==> src/rtl/word_xfer_ctrl.sv <==
// word_xfer_ctrl
//   Moves one 16-bit word between the 8-bit memory bus and a byte-writable
//   register pair (PC, SP, pointer). The transfer is two byte accesses, one at
//   base and one at base+1 (modulo 2^ADDR_W).
//   Loads steer mem_rdata into the pair through lo_we/hi_we. Stores drive the
//   selected byte of reg_q onto mem_wdata.
//
//   Build option: define WXC_BIG_ENDIAN_EN so that the first byte (base) is
//   the high byte. By default the word is little-endian, so base holds the
//   low byte.
//
// Ports
//   clk, reset          clock and asynchronous active-low reset
//   start, op_store     request pulse and direction (1 = store);
//                       sampled only when idle
//   base_addr           address of the first byte
//   reg_q               current register pair value (store source)
//   reg_din, lo_we,     byte and write enables to the register pair
//   hi_we
//   mem_addr, mem_rd,   byte bus request
//   mem_wr, mem_wdata
//   mem_rdata,          byte bus response
//   mem_ready
//   busy, done, err     status; done pulses for one cycle, and err
//                       qualifies it (1 = timeout abort)
//
// state | meaning
// IDLE  | waiting for start; done/err reported here
// BYTE0 | first byte access at base
// BYTE1 | second byte access at base+1
module word_xfer_ctrl #(
   parameter int ADDR_W      = 16,
   parameter int TIMEOUT_CYC = 15
) (
   input  logic              clk,
   input  logic              reset,
   input  logic              start,
   input  logic              op_store,
   input  logic [ADDR_W-1:0] base_addr,
   input  logic [15:0]       reg_q,
   output logic [7:0]        reg_din,
   output logic              lo_we,
   output logic              hi_we,
   output logic [ADDR_W-1:0] mem_addr,
   output logic              mem_rd,
   output logic              mem_wr,
   output logic [7:0]        mem_wdata,
   input  logic [7:0]        mem_rdata,
   input  logic              mem_ready,
   output logic              busy,
   output logic              done,
   output logic              err
);

   localparam logic [1:0] S_IDLE  = 2'd0;
   localparam logic [1:0] S_BYTE0 = 2'd1;
   localparam logic [1:0] S_BYTE1 = 2'd2;

`ifdef WXC_BIG_ENDIAN_EN
   localparam logic FIRST_IS_HI = 1'b1;
`else
   localparam logic FIRST_IS_HI = 1'b0;
`endif

   // The abort fires on the miss cycle that would bring the count up to
   // TIMEOUT_CYC, so the strobe is held for exactly TIMEOUT_CYC waits.
   localparam logic [7:0] WAIT_LAST = 8'(TIMEOUT_CYC - 1);

   logic [1:0]        state;
   logic              op_r;
   logic [ADDR_W-1:0] base_r;
   logic [7:0]        wait_cnt;
   logic              done_r;
   logic              err_r;

   logic              byte_cycle;
   logic              cur_hi;
   logic              timeout_hit;

   assign byte_cycle  = (state == S_BYTE0) || (state == S_BYTE1);
   assign cur_hi      = (state == S_BYTE1) ^ FIRST_IS_HI;
   assign timeout_hit = byte_cycle && !mem_ready && (wait_cnt == WAIT_LAST);

   always_ff @(posedge clk or negedge reset) begin
      if (!reset) begin
         state    <= S_IDLE;
         op_r     <= 1'b0;
         base_r   <= '0;
         wait_cnt <= 8'd0;
         done_r   <= 1'b0;
         err_r    <= 1'b0;
      end else begin
         done_r <= 1'b0;
         case (state)
            S_IDLE: begin
               if (start) begin
                  op_r     <= op_store;
                  base_r   <= base_addr;
                  wait_cnt <= 8'd0;
                  err_r    <= 1'b0;
                  state    <= S_BYTE0;
               end
            end
            S_BYTE0, S_BYTE1: begin
               if (mem_ready) begin
                  wait_cnt <= 8'd0;
                  if (state == S_BYTE0) begin
                     state <= S_BYTE1;
                  end else begin
                     state  <= S_IDLE;
                     done_r <= 1'b1;
                     err_r  <= 1'b0;
                  end
               end else if (timeout_hit) begin
                  // A byte already written to the pair stays written.
                  state  <= S_IDLE;
                  done_r <= 1'b1;
                  err_r  <= 1'b1;
               end else begin
                  wait_cnt <= wait_cnt + 8'd1;
               end
            end
            default: state <= S_IDLE;
         endcase
      end
   end

   // Bus outputs decode straight from state, so an asynchronous reset drops
   // every strobe and write enable immediately.
   always_comb begin
      mem_addr = '0;
      if (state == S_BYTE0) mem_addr = base_r;
      else if (state == S_BYTE1) mem_addr = base_r + ADDR_W'(1);
   end

   assign mem_rd    = byte_cycle && !op_r;
   assign mem_wr    = byte_cycle && op_r;
   assign mem_wdata = mem_wr ? (cur_hi ? reg_q[15:8] : reg_q[7:0]) : 8'h00;

   // Write enables follow mem_ready in the same cycle, so the pair captures
   // mem_rdata on the handshake edge.
   assign reg_din = mem_rdata;
   assign lo_we   = mem_rd && mem_ready && !cur_hi;
   assign hi_we   = mem_rd && mem_ready && cur_hi;

   assign busy = (state != S_IDLE);
   assign done = done_r;
   assign err  = err_r;

endmodule

==> config.mk <==
export PLATFORM = sky130hd
export DESIGN_NAME = word_xfer_ctrl
export DESIGN_NICKNAME = d
export VERILOG_FILES = /design/src/rtl/word_xfer_ctrl.sv
export SDC_FILE = /design/constraint.sdc
export NUM_CORES = 1
export LEC_CHECK = 0
export CORE_ASPECT_RATIO = 0.5
export CORE_MARGIN = 4
export CORE_UTILIZATION = 43
export DETAILED_ROUTE_END_ITERATION = 10
export GPL_TIMING_DRIVEN = 0
export PLACE_DENSITY = 0.89
export SLEW_MARGIN = 15
export SYNTH_ARGS = -nofsm -noshare
export SYNTH_HDL_FRONTEND = slang
export SYNTH_SLANG_ARGS = --single-unit
==> constraint.sdc <==
create_clock -name clk -period 2.6 [get_ports clk]
set_clock_uncertainty 0.1 [all_clocks]
set_input_delay 0.26 -clock clk [delete_from_list [all_inputs] [get_ports clk]]
set_output_delay 0.26 -clock clk [all_outputs]
set_load 0.1 [all_outputs]
==> results.yml, run 1 <==
drt:
  drtPass1Iterations: 4
  routedWlPerCell_um: 15.69
  vias: 1864
  totalWireLength_um: 5523
  antenna_left: 0
  drc: 0
  avgViaCountPerCell: 5.295
  drt-initial-drc-count: 81
worst_setup_path:
  critPathArrivalTime_ns: 2.21
  critical_path_class: "reg -> out"
  rr_worst_depth: 6
  worstReg2RegStart: "state[0]"
  r2r_slack_ns: 0.32
  path_max_fanout: 5
  critPathCaptureType: "primary output"
  cp-start-kind: "flop"
  crit_required_ns: 2.24
  reg2reg_to: "wait_cnt[2]"
grt:
  antenna_found_initial: 0
  grt_use_total_pct: 19.49
  use_met3_pct: 6.952
  grt_overflow: 0
  use_met2_pct: 33.83
  grt.busiest_layer: "met2"
  grt_pass1_vias: 1886
  grt_max_degree: 30
  use_met1_pct: 23.05
  grt_pass1_wl_um: 9183
yosys:
  async_flop_share_pct: 100.0
  syn_area_mm2: 0.001964
  synth_area_leader_cell: "dfrtp_1"
  synth-edff-count: 0
  synth_top_area_share_pct: 36.94
  yosys_warnings: 0
  synth.area.top_cells: "dfrtp_1, mux2_2, mux2i_1, ha_1, nor2_1"
  synth_ff_type: "dfrtp_1"
  yosysSeqAreaShare_pct: 36.94
  yosysUniqueCellTypes: 35
  avgSynthCellArea_um2: 9.444
  synth_cells: 208
  synth-seq-cells: 29
  synth_nets: 261
place:
  gp_congestion: 0.8616
  portBuffers: 75
  dp_hpwl_um: 4139
sta:
  slew_headroom_pct: 34.41
  finalSetupViolCount: 0
  period_needed_ns: 2.569
  drv_slew: 0
  finalCritPeriodShare_pct: 98.80
  hold_viol: 0
  whs_ns: 0.4367
  max_freq_mhz: 389.3
  tightest_slew_ns: 0.9808
floorplan:
  ios: 84
  fp.dieArea_mm2: 0.005780
  core_mm2: 0.004403
  die_width_um: 103.6
  rows: 17
  die_y_um: 55.80
  initial_utilization_pct: 44.61
clocking:
  cts_tree: "built"
  cts-root-buf: "clkbuf_8"
  cts.sinks: 29
  cts.htree.levels: 2
  clk_latency_ns: 0.29
  cts_buffers: 5
  cts.path.max_buffers: 2
  clk_pin_slew_ns: 0.07
final_layout:
  final_nets: 347
  area_delta_synth_final_pct: 48.09
  drive_gt1_share_pct: 32.54
  antenna_cells: 0
  nFillCells: 314
status:
  status: "complete, no violations"
job:
  max-cap-violations: 0
worst_hold_path:
  hold_class: "in -> async"
## how the worst max path moves through the flow
| stage | cells past startpoint | slack, ns | from | end |
|---|---|---|---|---|
| final | 8 | 0.03 | state[1] | mem_addr[12] |
| after global routing | 8 | -0.07 | state[1] | mem_addr[11] |
| after CTS | 8 | -0.006 | state[1] | mem_addr[14] |
| after detailed placement | 7 | -0.63 | state[1] | mem_addr[13] |
| after global placement | 8 | -0.57 | state[1] | mem_addr[15] |
| after floorplan | 7 | -0.42 | state[1] | mem_addr[15] |
## registers in the layout (all words and copies together) (netlist names)
signal	count
state	2
wait_cnt	8
base_r	16
err	1
op_r	1
done	1
## synthesized netlist by cell type, types with 4 or more instances
cell / count
nor4_1: 4
mux2_2: 19
nor3_1: 5
mux2i_1: 12
buf_2: 4
nand3_1: 7
nand4_1: 4
inv_1: 10
nor2_1: 20
nand2b_1: 5
nand2_1: 11
xnor2_1: 8
ha_1: 8
o21ai_0: 13
buf_4: 8
a21oi_1: 8
dfrtp_1: 29
nor2b_1: 5
## metrics by stage
step | area [um^2] | TNS, ns | worst slack, ns | utilization, % | cells
final | 2909 | 0 | 0.03119 | 66.07 | 352
after global routing | 2909 | -0.2186 | -0.06712 | 66.07 | 352
after CTS | 2930 | -0.005868 | -0.005868 | 66.55 | 349
after detailed placement | 2833 | -10.35 | -0.6271 | 64.34 | 340
after global placement | 2838 | -8.418 | -0.5693 | 64.45 | 340
after floorplan | 2016 | -2.123 | -0.4249 | - | 208
## timing repair
action | 4_1_cts | 5_1_grt
pin swaps | 0 | 3
hold endpoints to repair | 29 | 0
cloned | 0 | 1
setup buffers | 0 | 2
hold buffers | 1 | 0
resized for setup | 135 | 28
endpoints found under the setup margin | 29 | 24
## cells in the final DEF (no fill, tap or decap), types with 4 or more instances in the layout
master and n:
nor4_4 4, clkbuf_8 5, nor2_2 14, nor3_1 5
ha_1 7, mux2i_1 12, buf_2 20, nand3_1 7
a21oi_1 6, nor2_1 6, nand2b_1 5, dfrtp_1 29
nor2b_1 4, nand2_1 11, buf_4 15, inv_1 10
mux2_2 19, nand4_1 4, o21ai_0 11, xnor2_1 8
buf_6 5, clkdlybuf4s50_1 45
## critical path, stage by stage (launching register included)
cell,delay (ns)
dfrtp_1,0.36
inv_1,0.08
ha_2,0.20
nand4b_1,0.28
buf_6,0.21
nor4_1,0.32
xnor2_1,0.13
nor2_2,0.10
buf_6,0.23
## final cells by class
| class | instances | area (um^2) | share of cell area, % |
|---|---|---|---|
| multi-input combinational | 155 | 1212 | 41.68 |
| sequential | 29 | 725.7 | 24.95 |
| timing repair buffer | 79 | 683.2 | 23.48 |
| buffer | 14 | 96.34 | 3.312 |
| clock buffer | 6 | 72.57 | 2.495 |
| tap | 57 | 71.32 | 2.452 |
| inverter | 10 | 37.54 | 1.290 |
| clock inverter | 2 | 10.01 | 0.3441 |
## metal layers
metal,wire length (um),part of all wire [%]
met1,2291,41
met2,2861,52
met3,295,5.3
met4,74,1.3
met5,0,0
## logic make-up after synthesis
group                    after synthesis  synth area share, %
multiplexers                          31                17.01
adder cells (fa/ha/maj)                8                5.096
flip-flops                            29                36.94
XOR/XNOR                               9                4.013
buffers and inverters                 24                6.370
AO/OA/AOI/OAI                         31                9.300
AND/OR/NAND/NOR                       76                21.27
Power of run 1 is not shown: default switching activity piles up to over one toggle a cycle in this logic, so the estimate is an artifact.
==> run 2: changes to the inputs <==
--- a/config.mk
+++ b/config.mk
@@ -10,7 +10,7 @@
 export CORE_UTILIZATION = 43
 export DETAILED_ROUTE_END_ITERATION = 10
 export GPL_TIMING_DRIVEN = 0
-export PLACE_DENSITY = 0.89
+export PLACE_DENSITY_LB_ADDON = 0.3
 export SLEW_MARGIN = 15
 export SYNTH_ARGS = -nofsm -noshare
 export SYNTH_HDL_FRONTEND = slang
==> results.yml, run 2 (synthesized netlist as in run 1, its figures left out) <==
worst_setup_path:
  crit_required_ns: 2.24
  cp-start-kind: "flop"
  worstReg2RegStart: "state[0]"
  startpoint: "state[1]"
  rr_worst_depth: 6
  reg2reg_to: "wait_cnt[2]"
  critical_path_class: "reg -> out"
  critPathArrivalTime_ns: 2.14
  critPathCaptureType: "primary output"
  path_max_fanout: 4
  r2r_slack_ns: 0.34
place:
  place_area_mm2: 0.002833
  gp_congestion: 0.8394
  portBuffers: 75
  dp_hpwl_um: 3865
floorplan:
  fp.dieArea_mm2: 0.005780
  initial_utilization_pct: 44.61
  rows: 17
  die_width_um: 103.6
  ios: 84
  core_mm2: 0.004403
  die_y_um: 55.80
sta:
  drv_slew: 0
  tightest_slew_ns: 0.9812
  finalCritPeriodShare_pct: 96.04
  max_freq_mhz: 400.5
  finalSetupViolCount: 0
  hold_viol: 0
  slew_headroom_pct: 34.38
  period_needed_ns: 2.497
  grt_setup_unrepaired: "yes"
drt:
  drtPass1Iterations: 4
  drc: 0
  routedWlPerCell_um: 14.50
  totalWireLength_um: 5091
  antenna_left: 0
  vias: 1854
  avgViaCountPerCell: 5.282
  drt-initial-drc-count: 30
clocking:
  cts.path.max_buffers: 2
  cts-root-buf: "clkbuf_8"
  clk_pin_slew_ns: 0.07
  cts.htree.levels: 2
  cts_buffers: 5
  clk_latency_ns: 0.28
  cts_tree: "built"
  cts.sinks: 29
final_layout:
  largestRegisters: "base_r: 16 flops, wait_cnt: 8 flops, state: 2 flops"
  stdcell_area_mm2: 0.002957
  drive_gt1_share_pct: 32.99
  ff_latch_area_um2: 725.7
  multi_input_area_mm2: 0.001219
  nFillCells: 362
  final_cell_mix: "clkdlybuf4s50_1, dfrtp_1, mux2_2"
  top_register: "base_r"
  final_common_cell: "clkdlybuf4s50_1"
  largest_register_ffs: 16
  final_nets: 347
  area_delta_synth_final_pct: 50.51
  antenna_cells: 0
grt:
  grt_overflow: 0
  antenna_found_initial: 0
  grt_pass1_vias: 1942
  grt_use_total_pct: 17.58
  grt_max_degree: 30
  grt_pass1_wl_um: 8438
job:
  max-cap-violations: 0
worst_hold_path:
  hold_class: "in -> async"
status:
  status: "complete, no violations"
-- run 2: critical path: stages, from the launching register on --
cell,delay (ns)
dfrtp_1,0.40
inv_2,0.06
ha_2,0.18
nand4b_1,0.24
buf_4,0.18
or3_1,0.35
a21oi_2,0.15
buf_4,0.30
-- run 2: routing by layer --
layer,wire [um],vias to the layer above,global-route usage [%]
li1,-,909,-
met1,2108,879,18.55
met2,2581,64,33.27
met3,368,2,5.446
met4,34,0,6.629
met5,0,-,0
-- run 2: layout make-up --
cell class / instances / area share, %
multi-input cells: 155 / 41.22
plain buffers: 14 / 3.259
clock buffers: 7 / 2.920
well taps: 57 / 2.412
inverters: 10 / 1.270
repair buffers: 79 / 24.38
flip-flops and latches: 29 / 24.55
-- run 2: worst max path at each step --
stage / endpoint / slack, ns
after CTS: mem_wdata[2] / 0.001
after global routing: mem_addr[14] / -0.007
after global placement: mem_addr[15] / -0.57
after floorplan: mem_addr[15] / -0.42
final: mem_addr[7] / 0.10
after detailed placement: mem_addr[15] / -0.63
-- run 2: timing repair --
item / in CTS / in global routing
resized for setup: 138 / 37
endpoints found under the setup margin: 29 / 24
buffers inserted: 0 / 3
hold buffers: 1 / 0
hold endpoints to repair: 29 / 0
-- run 2: per-stage QoR --
step | hold WS [ns] | util [%] | std cells | setup WS, ns | setup TNS [ns]
after floorplan | -0.1356 | - | 208 | -0.4249 | -2.123
after global placement | 0.4114 | 64.45 | 340 | -0.5741 | -8.683
after detailed placement | 0.2263 | 64.34 | 340 | -0.6319 | -10.25
after CTS | 0.4340 | 66.01 | 348 | 0.001355 | 0
after global routing | 0.4697 | 67.15 | 351 | -0.006586 | -0.01028
final | 0.4351 | 67.15 | 351 | 0.1028 | 0
Power of run 2 is left out for the same reason.
==> run 3: changes to the inputs <==
--- a/config.mk
+++ b/config.mk
@@ -11,6 +11,7 @@
 export DETAILED_ROUTE_END_ITERATION = 10
 export GPL_TIMING_DRIVEN = 0
 export PLACE_DENSITY_LB_ADDON = 0.3
+export REMOVE_ABC_BUFFERS = 1
 export SLEW_MARGIN = 15
 export SYNTH_ARGS = -nofsm -noshare
 export SYNTH_HDL_FRONTEND = slang
==> results.yml, run 3 (synthesized netlist as in run 1, its figures left out) <==
grt:
  grt_overflow: 0
  grt_pass1_wl_um: 8162
  grt_max_degree: 30
  grt_pass1_vias: 1777
  grt_use_total_pct: 17.06
  antenna_found_initial: 0
sta:
  slew_headroom_pct: 33.52
  finalSetupViolCount: 0
  fin_ws_ns: 0.09260
  period_needed_ns: 2.507
  drv_slew: 0
  finalCritPeriodShare_pct: 96.44
  grt_setup_unrepaired: "yes"
  tightest_slew_ns: 0.9940
  max_freq_mhz: 398.8
  hold_viol: 0
floorplan:
  fp.dieArea_mm2: 0.005780
  initial_utilization_pct: 44.61
  ios: 84
  die_y_um: 55.80
  die_width_um: 103.6
  rows: 17
  core_mm2: 0.004403
worst_setup_path:
  critPathArrivalTime_ns: 2.15
  crit_required_ns: 2.24
  cp-start-kind: "flop"
  critPathCaptureType: "primary output"
  path_max_fanout: 15
  critical_path_class: "reg -> out"
clocking:
  cts.sinks: 29
  cts_buffers: 5
  cts-root-buf: "clkbuf_8"
  cts_tree: "built"
  clk_pin_slew_ns: 0.06
  clk_latency_ns: 0.28
  cts.path.max_buffers: 2
  cts.htree.levels: 2
place:
  dp_hpwl_um: 3576
  portBuffers: 67
  gp_congestion: 0.8503
  place_area_mm2: 0.002614
  post-place-ws_ns: -0.9745
final_layout:
  final_common_cell: "clkdlybuf4s50_1"
  drive_gt1_share_pct: 27.96
  final_nets: 331
  final_cell_mix: "clkdlybuf4s50_1, dfrtp_1, nor2_1, mux2_2, buf_4"
  stdcell_area_mm2: 0.002849
  largestRegisters: "base_r: 16 flops, wait_cnt: 8 flops, state: 2 flops"
  antenna_cells: 0
  area_delta_synth_final_pct: 45.03
  nFillCells: 366
  top_register: "base_r"
  largest_register_ffs: 16
drt:
  drc: 0
  avgViaCountPerCell: 5.363
  antenna_left: 0
  totalWireLength_um: 5030
  drtPass1Iterations: 6
  drt-initial-drc-count: 37
  vias: 1802
  routedWlPerCell_um: 14.97
status:
  status: "complete, no violations"
job:
  max-cap-violations: 0
worst_hold_path:
  hold_class: "reg -> reg"
## run 3: metrics by stage
step / TNS [ns] / utilization (%) / cells / hold slack, ns
after detailed placement: -14.80 / 59.36 / 318 / 0.2288
after CTS: -0.03813 / 62.32 / 329 / 0.4211
after global placement: -13.61 / 59.48 / 318 / 0.4121
final: 0 / 64.71 / 336 / 0.4161
after floorplan: -12.58 / - / 194 / -0.1356
after global routing: -0.03863 / 64.71 / 336 / 0.4206
## run 3: metal layers
metal	track usage, %	routed length [um]	vias to the layer above
met3	5.446	229	9
met5	0	0	-
met4	6.629	93	0
met1	18.57	2034	864
li1	-	-	874
met2	31.32	2672	55
## run 3: what timing repair did
item,4_1_cts,5_1_grt
setup endpoints to repair,29,15
hold buffers,1,0
pin swaps,0,8
cloned,0,1
setup buffers,2,6
endpoints found under the hold margin,29,0
gates resized for setup,142,39
## run 3: cell type report
cell class	count	area (um^2)	share of cell area, %
clock inverters	2	10.01	0.3513
well taps	57	71.32	2.503
inverters	10	37.54	1.318
clock buffers	6	72.57	2.547
flip-flops and latches	29	725.7	25.47
multi-input cells	155	1231	43.21
repair buffers	77	700.7	24.59
## run 3: path summary, 6_finish.rpt
check | from | endpoint | slack [ns] | depth (start not counted)
worst min-delay path | err | err | 0.42 | 1
worst min register to register | err | err | 0.42 | 1
worst max register to register | state[0] | wait_cnt[2] | 0.27 | 6
min in group asynchronous | reset | wait_cnt[4] | 0.45 | 2
max in group asynchronous | reset | base_r[14] | 1.52 | 2
worst max-delay path | state[0] | mem_addr[1] | 0.09 | 5
## run 3: worst max-delay path, stage by stage, from the launching register on
cell	delay, ns
dfrtp_1	0.43
inv_1	0.16
ha_4	0.30
nor2b_1	0.38
a22o_1	0.18
buf_2	0.42
Power of run 3 is left out for the same reason.
